### src/rtl/clock_enable_manager.sv
// clock_enable_manager: lock-qualified reset release plus phase-aligned, glitch-free reprogrammable clock-enable channels
module clock_enable_manager #(
  parameter int NUM_CH = 2,
  parameter int DIV_W = 8,
  parameter logic [NUM_CH*DIV_W-1:0] DIV_INIT = {NUM_CH{8'd4}},
  parameter int LOCK_STABLE = 1024,
  parameter int SYNC_STAGES = 2,
  parameter int CNT_W = 8,
  localparam int CH_W = (NUM_CH > 1) ? $clog2(NUM_CH) : 1
) (
  input  logic              clock,
  input  logic              reset,
  input  logic              pll_locked,
  input  logic              div_load,
  input  logic [CH_W-1:0]   div_ch,
  input  logic [DIV_W-1:0]  div_value,
  output logic [NUM_CH-1:0] ce,
  output logic              sys_reset,
  output logic              running,
  output logic [CNT_W-1:0]  lock_lost_count
);
  localparam int SW = $clog2(LOCK_STABLE);
  typedef enum logic [1:0] {WAIT_LOCK, STABILIZE, RUN} state_e;
  state_e state_q, state_d;
  logic [SYNC_STAGES-1:0] sync_q;
  logic lock_s, in_run, enter_run;
  logic [SW-1:0] stab_q, stab_d;
  logic [NUM_CH-1:0][DIV_W-1:0] shadow_q, shadow_d, active_q, active_d, cnt_q, cnt_d;
  logic [NUM_CH-1:0] ce_d;
  logic [CNT_W-1:0] lost_d;
  assign lock_s = sync_q[SYNC_STAGES-1];
  always_comb begin
    state_d = state_q;
    stab_d = '0;
    case (state_q)
      WAIT_LOCK: state_d = lock_s ? STABILIZE : WAIT_LOCK;
      STABILIZE:
        if (!lock_s) state_d = WAIT_LOCK;
        else if (stab_q == SW'(LOCK_STABLE - 1)) state_d = RUN;
        else stab_d = stab_q + 1'b1;
      RUN: state_d = lock_s ? RUN : WAIT_LOCK;
      default: state_d = WAIT_LOCK;
    endcase
  end
  assign in_run = state_d == RUN;
  assign enter_run = in_run && state_q != RUN;
  assign lost_d = (state_q == RUN && !lock_s && lock_lost_count != '1) ? lock_lost_count + 1'b1 : lock_lost_count;
  // ce is high exactly on a channel's wrap cycle, so it doubles as the shadow-to-active strobe
  always_comb begin
    shadow_d = shadow_q;
    if (div_load && int'(div_ch) < NUM_CH) shadow_d[div_ch] = div_value;
    for (int i = 0; i < NUM_CH; i++) begin
      cnt_d[i] = (!in_run || enter_run || ce[i]) ? '0 : cnt_q[i] + 1'b1;
      active_d[i] = (state_q != RUN || ce[i]) ? shadow_q[i] : active_q[i];
      ce_d[i] = in_run && (active_d[i] <= DIV_W'(1) || cnt_d[i] == active_d[i] - 1'b1);
    end
  end
  always_ff @(posedge clock or posedge reset) begin
    if (reset) begin
      state_q <= WAIT_LOCK;
      sync_q <= '0;
      stab_q <= '0;
      shadow_q <= DIV_INIT;
      active_q <= DIV_INIT;
      cnt_q <= '0;
      ce <= '0;
      sys_reset <= 1'b1;
      running <= 1'b0;
      lock_lost_count <= '0;
    end else begin
      state_q <= state_d;
      sync_q <= {sync_q[SYNC_STAGES-2:0], pll_locked};
      stab_q <= stab_d;
      shadow_q <= shadow_d;
      active_q <= active_d;
      cnt_q <= cnt_d;
      ce <= ce_d;
      sys_reset <= !in_run;
      running <= in_run;
      lock_lost_count <= lost_d;
    end
  end
endmodule

### config.mk
export PLATFORM = sky130hd
export DESIGN_NAME = clock_enable_manager
export DESIGN_NICKNAME = d
export VERILOG_FILES = /design/src/rtl/clock_enable_manager.sv
export SDC_FILE = /design/constraint.sdc
export NUM_CORES = 1
export LEC_CHECK = 0
export CAP_MARGIN = 20
export CORE_ASPECT_RATIO = 1.1
export CORE_UTILIZATION = 30
export CTS_CLUSTER_DIAMETER = 40
export DETAILED_ROUTE_END_ITERATION = 10
export GPL_ROUTABILITY_DRIVEN = 0
export SYNTH_ARGS = -nofsm -noshare
export SYNTH_HDL_FRONTEND = slang
export SYNTH_SLANG_ARGS = --single-unit
export TNS_END_PERCENT = 5
### constraint.sdc
create_clock -name clock -period 7.8 [get_ports clock]
set_input_delay 1.56 -clock clock [delete_from_list [all_inputs] [get_ports clock]]
set_output_delay 1.56 -clock clock [all_outputs]
set_load 0.03 [all_outputs]
; ---- Word-level counts from Yosys, hierarchy flattened
; Index checks and enable logic that the tools add are counted.
[op_classes]
mul = 0
add_sub_neg = 6
n_reduce_logical = 16
n_mux = 15
n_bitwise = 0
shift = 0
div = 0
eq_ne = 8
order_cmp = 4
[ops]
columns = op, n
row1 = 8-bit 2-to-1 mux, 5
row2 = 10-bit 2-to-1 mux, 3
row3 = 8-bit by 1-bit adder with 8-bit output (second input constant), 3
row4 = 16-bit bitwise mux, 1
row5 = 8-bit == test, 2
row6 = 8-bit by 1-bit <= comparator with 1-bit output (second input constant), 2
row7 = 8-bit by 1-bit subtractor with 8-bit output (second input constant), 2
row8 = 10-bit by 1-bit adder with 10-bit output (second input constant), 1
row9 = 10-bit == test (second input constant), 1
row10 = 8-bit demux with 1-bit select, 1
row11 = 8-bit inequality test (second input constant), 1
row12 = 1-bit logical OR, 7
row13 = 1-bit logical AND, 6
row14 = 2-bit 2-to-1 mux, 3
row15 = 2-bit one-hot mux with 3 select lines, 1
row16 = 2-bit == test (second input constant), 2
row17 = 2-bit by 1-bit == test with 1-bit output (second input constant), 1
row18 = 1-bit zero test, 2
row19 = 2-bit zero test, 1
row20 = 1-bit by 2-bit < comparator with 1-bit output (second input constant), 1
row21 = 2-bit inequality test (second input constant), 1
row22 = 1-bit >= comparator (second input constant), 1
row23 = 1-bit 2-to-1 mux, 1
[totals]
ram_bits = 0
out_inout_bits = 12
mem_count = 0
mem_bits_ro = 0
latch_bits = 0
wordCells = 62
regBits = 74
in_bits = 13

; ---- Logic depth before layout (Yosys ltp)
; Gate-level depths: netlist of the first run.
[depth]
word_depth = 12
depth_mapped = 11
ltp_nobuf = 11

; ---- Worst setup path before layout of the first run
; Ideal clock, no wire load.
[synth_timing]
kind = reg-to-reg
startpoint = register ce[0]
endpoint = register ce[0]
arrival_ns = 2.500
t_required_ns = 7.708
setup_ns = 0.092
synth_period_minus_slack_ns = 2.592
slack_ns = 5.208
stages_incl_launch_ff = 12
path_buffers = 1
cell_sequence = dfrtp_1 > nor3b_2 > buf_6 > mux2i_1 > ha_1 > nand2_1 > nor4b_2 > a2bb2oi_1 > o21ai_1 > mux2_1 > nand4_1 > o31ai_2
[synth_via]
elab_chain_len = 6
word_cells_on_any_way = 9
cone_classes = add/sub: 1 / order compare: 1 / eq/ne: 1 / mux: 2 / reduce/logical: 4
[synth_lines]
columns = element, line_no
row1 = start: declaration, 17  ; output logic [NUM_CH-1:0] ce,
row2 = start signal: assignment, 66  ; ce <= '0;
row3 = start signal: assignment, 77  ; ce <= ce_d;
row4 = 1-bit logical OR, 54  ; active_d[i] = (state_q != RUN || ce[i]) ? shadow_q[i] : active_q[i];
row5 = 8-bit 2-to-1 mux, 54
row6 = 8-bit by 1-bit subtractor with 8-bit output, 55  ; ce_d[i] = in_run && (active_d[i] <= DIV_W'(1) || cnt_d[i] == active_d[i] - 1'b1);
row7 = 8-bit == test, 55
row8 = 1-bit logical OR *, 55
row9 = 1-bit logical AND *, 55
row10 = named net ce_d[0], 29  ; logic [NUM_CH-1:0] ce_d;
; The timed path passes the listed nets; every way through them passes the cells marked *.
; A chain may end at the register's enable or synchronous reset.

; ---- Worst setup path in the final report of the first run
[layout_timing]
startpoint = register state_q[0]
endpoint = register ce[0]
[layout_via]
elab_chain_len = 11
word_cells_on_any_way = 20
cone_classes = add/sub: 1 / order compare: 1 / eq/ne: 5 / mux: 5 / reduce/logical: 8
[layout_lines]
columns = element, line_no
row1 = start: declaration, 24  ; state_e state_q, state_d;
row2 = start signal: assignment, 71  ; state_q <= state_d;
row3 = "parallel branches: the longest is 10 deep, another holds 8-bit by 1-bit subtractor with 8-bit output", -
row4 = 1-bit logical AND *, 55
row5 = named net ce_d[0], 29
; Mark *: on every way through the listed nets, which the timed path passes.

==> qor.yml, run 1 <==
finish:
  final_common_cell: "dfrtp_1"
  antenna-diode-count: 0
  final_cell_mix: "69 x dfrtp_1, 38 x nor2_1, 28 x nand2_1"
  fillers: 1203
  synthToLayoutAreaGrowth_pct: 19.13
  nets: 409
  final_layout_size_suffix_gt1_share_pct: 14.25
logic_synthesis:
  ys_types: 53
  synth_edf_count: 0
  synth_area_mm2: 0.003800
  async_flop_share_pct: 100.0
  synth.area.top_cells: "dfrtp_1 45%, mux2_2 6.5%, xnor2_1 5.5%"
  postSynthCellCount: 359
  syn_nets: 380
  ys_seq_area_share_pct: 48.90
  synth_top_area_share_pct: 45.44
  ys_ff_latch: 74
  syn_avg_cell_area_um2: 10.58
  ys_warn_count: 0
  yosys_most_used_dff: "dfrtp_1"
  yosysTopAreaCell: "dfrtp_1"
routing:
  wire_per_inst_um: 14.12
  drt-pass1-iter-count: 4
  drtIter0Drc: 131
  routed_wl_mm: 7.725
  ant_nets: 0
  drc_errors: 0
  routed-via-count: 2708
  vias_per_cell: 4.951
clock_tree:
  cts_hold_buf: 0
  cts_buffer_depth: 2
  cts_resized: 0
  htreeDepth: 3
  clock-sinks: 74
  insertion_delay_ns: 0.33
  clkSlewWorstSetupHoldPaths_ns: 0.06
  postCtsSetupBuffers: 0
  cts_tree: "built"
  cts_root_buffer: "clkbuf_16"
  cts_made_buffers: 9
power_and_ir_drop:
  finalPower_w: 0.0009985
  p_per_area_mw_per_mm2: 220.6
  static-leakage-power_nw: 1.806
  peakVddDrop_mv: 0.09979
critical_path:
  r2r_cells: 10
  start_kind: "register"
  r2r_slack_ns: 4.58
  crit_arrival_ns: 3.46
  crit_type: "register to register"
  cp_max_fo: 13
  rr_startpoint: "state_q[0]$_DFF_PP0_"
  cp-end-kind: "register"
  cp.required_ns: 8.04
  timing.rr.end: "ce[0]$_DFF_PP0_"
global_route:
  grt_max_degree: 75
  grt_pass1_vias: 2816
  grt_antenna_before_repair: 0
  grtUsageTotal_pct: 13.23
  grt_pass1_wl_mm: 13.52
  gr-total-overflow: 0
placed_design:
  dp_hpwl_mm: 5.547
  port_buffers: 24
floorplanning:
  start_util_pct: 31.17
  num_rows: 42
  die_w_um: 109.3
  core_area_mm2: 0.01219
  pin_count: 25
  die-area_mm2: 0.01312
  die_y_um: 120.0
worst_hold_path:
  hold_path_depth: 0
  worstHoldStart: "sync_q[0]$_DFF_PP0_"
  whs_endpoint: "sync_q[1]$_DFF_PP0_"
  hp-class: "register to register"
sta:
  setup_viol: 0
  fin_crit_ns: 3.224
  slew_headroom_pct: 32.94
  fin_worst_skew_ns: 0.009345
  finalCritPeriodShare_pct: 41.33
  tns_ns: 0
  final-hold-violation-count: 0
  rsz0062_at_grt: "no"
  worstMarginPinSlew_ns: 1.002
  fmax_mhz: 310.2
  drv_slew: 0
run:
  cap_viol_max_count: 0
status:
  outcome: "finished clean"
==> power by group <==
part / internal, W / total (W) / switching (W)
clock network: 0.000281 / 0.000443 / 0.000162
logic: 0.0000572 / 0.000117 / 0.0000601
registers: 0.000412 / 0.000438 / 0.0000256
==> Yosys cell counts (2+ instances only) <==
cell type  count
a31oi_1        3
dfrtp_1       69
mux2_4         2
or3_1          7
a311oi_1       2
nand4bb_1      2
nor2b_1        4
nand4_1        9
mux2i_1        8
or3b_1         2
clkbuf_1       5
xor2_1        14
nand2b_1       5
nor3_1        12
a21oi_1        8
and3_1         5
ha_1           8
or4_1          2
o21ai_0        7
nor4_1         2
o211ai_1       2
o22ai_1        6
nor2_1        38
nand2_1       28
xnor2_1       24
inv_1         15
nand3_1       19
mux2_2        22
dfstp_2        5
==> state kept, by name, summed over array words and instances (netlist names) <==
signal           flops
lock_lost_count      8
stab_q              10
cnt_q               16
sync_q               2
running              1
active_q            16
shadow_q            16
sys_reset            1
state_q              2
ce                   2
==> final cells by class <==
| class | count | area (µm²) | share of cell area [%] |
|---|---|---|---|
| clock buffer | 10 | 229.0 | 5.058 |
| clock inverter | 6 | 92.59 | 2.045 |
| inverter | 15 | 56.30 | 1.244 |
| multi-input combinational | 263 | 1851 | 40.88 |
| sequential | 74 | 1858 | 41.04 |
| tap | 154 | 192.7 | 4.257 |
| timing repair buffer | 25 | 247.7 | 5.473 |
==> metal layers <==
layer,track usage [%],vias up,share of wire (%)
met5,0,-,0
met4,5.667,0,1.6
met3,3.313,12,3.3
met2,21.31,52,49
met1,16.67,1315,46
li1,-,1329,-
==> worst max path at each step <==
stage	startpoint	endpoint	slack [ns]	cells past startpoint
after floorplan	reset	active_q[0]$_DFF_PP0_	4.37	1
after global placement	state_q[0]$_DFF_PP0_	ce[0]$_DFF_PP0_	4.73	10
after detailed placement	state_q[0]$_DFF_PP0_	ce[0]$_DFF_PP0_	4.60	10
after CTS	state_q[0]$_DFF_PP0_	ce[0]$_DFF_PP0_	4.58	10
after global routing	state_q[0]$_DFF_PP0_	ce[0]$_DFF_PP0_	4.18	10
final	state_q[0]$_DFF_PP0_	ce[0]$_DFF_PP0_	4.58	10
==> worst max-delay path, cell delays in order, from the launching register on <==
cell	delay, ns
dfrtp_1	0.47
nor3b_2	0.86
mux2i_1	0.41
ha_1	0.35
nand2_1	0.11
nor4b_2	0.26
a2bb2oi_1	0.10
o21ai_1	0.07
mux2_1	0.14
nand4_1	0.10
o31ai_2	0.26
==> cell families after synthesis <==
| logic type | count (synthesis) | synth area share [%] |
|---|---|---|
| adder cells (fa/ha/maj) | 8 | 2.634 |
| AND/OR/NAND/NOR | 140 | 18.90 |
| XOR/XNOR | 39 | 9.187 |
| multiplexers | 34 | 10.08 |
| AO/OA/AOI/OAI | 42 | 7.903 |
| flip-flops | 74 | 48.90 |
| buffers and inverters | 22 | 2.403 |
==> through the flow <==
step	utilization [%]	std cells	area (µm²)	hold slack, ns	setup slack [ns]
after floorplan	-	359	3800	0.3312	4.367
after global placement	34.49	531	4205	0.3338	4.733
after detailed placement	34.49	531	4205	0.3347	4.602
after CTS	37.13	547	4527	0.3502	4.583
after global routing	37.13	547	4527	0.3699	4.178
final	37.13	547	4527	0.3478	4.576
Note: power is estimated with default switching activity, not from simulation.
==> run 2: changes to the inputs <==
==> constraint.sdc (replaced) <==
create_clock -name clock -period 2.7 [get_ports clock]
set_input_delay 0.54 -clock clock [delete_from_list [all_inputs] [get_ports clock]]
set_output_delay 0.54 -clock clock [all_outputs]
set_load 0.03 [all_outputs]
==> run 2 against run 1 <==
Sequential cell count unchanged. Largest power group is now registers. Global-route usage increased by 0.25 points. Via count increased by 1.0%. Maximum frequency increased by 26%. Utilization increased by 0.74 points. Critical endpoint is now ce[1]$_DFF_PP0_. Largest cell class unchanged. Final area increased by 2.0%.
==> qor.yml, run 2 (synthesized netlist as in run 1, its figures left out) <==
sta:
  tns_ns: 0
  setup_viol: 0
  final-hold-violation-count: 0
  worstMarginPinSlew_ns: 0.5597
  finalCritPeriodShare_pct: 95.01
  fmax_mhz: 389.8
  drv_slew: 0
  rsz0062_at_grt: "no"
  slew_headroom_pct: 62.63
  fin_crit_ns: 2.565
  fin_worst_skew_ns: 0.009243
  hold-worst-slack_ns: 0.3457
routing:
  routed-via-count: 2736
  ant_nets: 0
  drc_errors: 0
  routed_wl_mm: 7.970
  drtIter0Drc: 92
  vias_per_cell: 4.921
  wire_per_inst_um: 14.33
  drt-pass1-iter-count: 4
global_route:
  gr-usage-met3_pct: 3.259
  gr-total-overflow: 0
  busiest_layer: "met2"
  grt_max_degree: 29
  globalRouteMet1Util_pct: 17.56
  grt_use_met2_pct: 21.89
  grtUsageTotal_pct: 13.48
  grt_antenna_before_repair: 0
  grt_pass1_vias: 2771
  grt_pass1_wl_mm: 13.72
floorplanning:
  num_rows: 42
  start_util_pct: 31.17
  die_y_um: 120.0
  pin_count: 25
  core_area_mm2: 0.01219
  die_w_um: 109.3
  die-area_mm2: 0.01312
critical_path:
  crit_chain: "nor3b_4, mux2_2, inv_1, ha_1, xnor2_1, nor3_1, o22ai_1, a31oi_1, and3_1, nand4_1, o22ai_2"
  critPathLaunch: "state_q[0]$_DFF_PP0_"
  cp.required_ns: 2.95
  path_delay_family: "simple AND/OR/NAND/NOR gates"
  crit_type: "register to register"
  start_kind: "register"
  cp_num_buf_inv: 1
  crit_end: "ce[1]$_DFF_PP0_"
  rr_startpoint: "state_q[0]$_DFF_PP0_"
  cpPeakStageDelay_ns: 0.47
  crit_arrival_ns: 2.82
  cp-end-kind: "register"
  r2r_slack_ns: 0.13
  crit_cells: 11
  r2r_cells: 11
  cp_max_fo: 8
  timing.rr.end: "ce[1]$_DFF_PP0_"
  cp_slowest_cell: "dfrtp_2"
power_and_ir_drop:
  peakVddDrop_mv: 0.3087
  p_per_area_mw_per_mm2: 612.1
  static-leakage-power_nw: 1.854
clock_tree:
  postCtsSetupBuffers: 0
  cts_buffer_depth: 2
  cts_hold_buf: 0
  cts_made_buffers: 9
  clock-sinks: 74
  insertion_delay_ns: 0.33
  cts_tree: "built"
  clkSlewWorstSetupHoldPaths_ns: 0.06
  htreeDepth: 3
  cts_root_buffer: "clkbuf_16"
finish:
  final_common_cell: "dfrtp_1"
  final_cells: 556
  nets: 418
  largestRegisters: "active_q (16), cnt_q (16), shadow_q (16)"
  synthToLayoutAreaGrowth_pct: 21.50
  multi_input_area_mm2: 0.001861
  final_cell_mix: "67 x dfrtp_1, 38 x nor2_1, 28 x nand2_1"
  fin_area_mm2: 0.004617
  register_area_mm2: 0.001861
  antenna-diode-count: 0
  fillers: 1222
  final_layout_size_suffix_gt1_share_pct: 16.92
worst_hold_path:
  worstHoldStart: "sync_q[0]$_DFF_PP0_"
  hp-class: "register to register"
placed_design:
  dp_cells: 540
  port_buffers: 24
  dpl_cell_area_mm2: 0.004298
  dp_hpwl_mm: 5.872
run:
  cap_viol_max_count: 0
status:
  outcome: "finished clean"
==> run 2: cell count changes in the layout (fill, tap and decap cells not counted), moves of 2 or more <==
cell and change:
buf_4 +7, buf_12 +2, clkbuf_8 +2, clkinv_4 -2, dfrtp_1 -2, dfrtp_2 +2
==> run 2: power breakdown <==
part | internal [W] | switching, W
registers | 0.00119 | 0.0000732
clock network | 0.000764 | 0.000443
logic | 0.000177 | 0.000176
total | 0.00213 | 0.000692
==> run 2: worst min path at each step <==
stage                     endpoint  slack (ns)  cells after the start
2_1_floorplan  sync_q[1]$_DFF_PP0_        0.33                      0
3_3_place_gp   sync_q[1]$_DFF_PP0_        0.33                      0
3_5_place_dp   sync_q[1]$_DFF_PP0_        0.33                      0
4_1_cts        sync_q[1]$_DFF_PP0_        0.35                      0
5_1_grt        sync_q[1]$_DFF_PP0_        0.37                      0
6_report       sync_q[1]$_DFF_PP0_        0.35                      0
==> run 2: worst reg2reg max path, stage by stage (launching register included) <==
cell	delay (ns)
dfrtp_2	0.47
nor3b_4	0.29
mux2_2	0.42
inv_1	0.07
ha_1	0.27
xnor2_1	0.15
nor3_1	0.17
o22ai_1	0.10
a31oi_1	0.16
and3_1	0.18
nand4_1	0.11
o22ai_2	0.11
==> run 2: per-stage QoR <==
| stage | worst slack, ns | power (W) | utilization (%) |
|---|---|---|---|
| 6_report | 0.1349 | 0.002826 | 37.87 |
| 2_1_floorplan | 0.1077 | 0.001524 | - |
| 4_1_cts | 0.1167 | 0.002858 | 37.77 |
| 3_3_place_gp | 0.2061 | 0.001626 | 35.25 |
| 3_5_place_dp | 0.1215 | 0.001635 | 35.25 |
| 5_1_grt | 0.02562 | 0.002965 | 37.87 |
==> run 2: repair_timing <==
action,4_1_cts,5_1_grt
gates resized for setup,0,4
endpoints found under the hold margin,0,0
endpoints found under the setup margin,0,2
==> run 2: cell type report <==
| class | count | share of cell area (%) |
|---|---|---|
| clock buffer | 12 | 5.556 |
| clock inverter | 4 | 1.084 |
| inverter | 15 | 1.220 |
| multi-input combinational | 263 | 40.30 |
| sequential | 74 | 40.30 |
| tap | 154 | 4.173 |
| timing repair buffer | 34 | 7.371 |
==> run 2: per-layer routing <==
metal	vias up	share of wire, %
met3	8	3.7
met1	1334	46
met2	47	49
li1	1347	-
met5	-	0
met4	0	1.4
==> run 3: changes to the inputs <==
--- a/config.mk
+++ b/config.mk
@@ -5,6 +5,7 @@
 export SDC_FILE = /design/constraint.sdc
 export NUM_CORES = 1
 export LEC_CHECK = 0
+export ABC_CLOCK_PERIOD_IN_PS = 2700
 export CAP_MARGIN = 20
 export CORE_ASPECT_RATIO = 1.1
 export CORE_UTILIZATION = 30
==> results of run 3 <==
The final DEF is identical to that of run 2; final timing and power are the same.
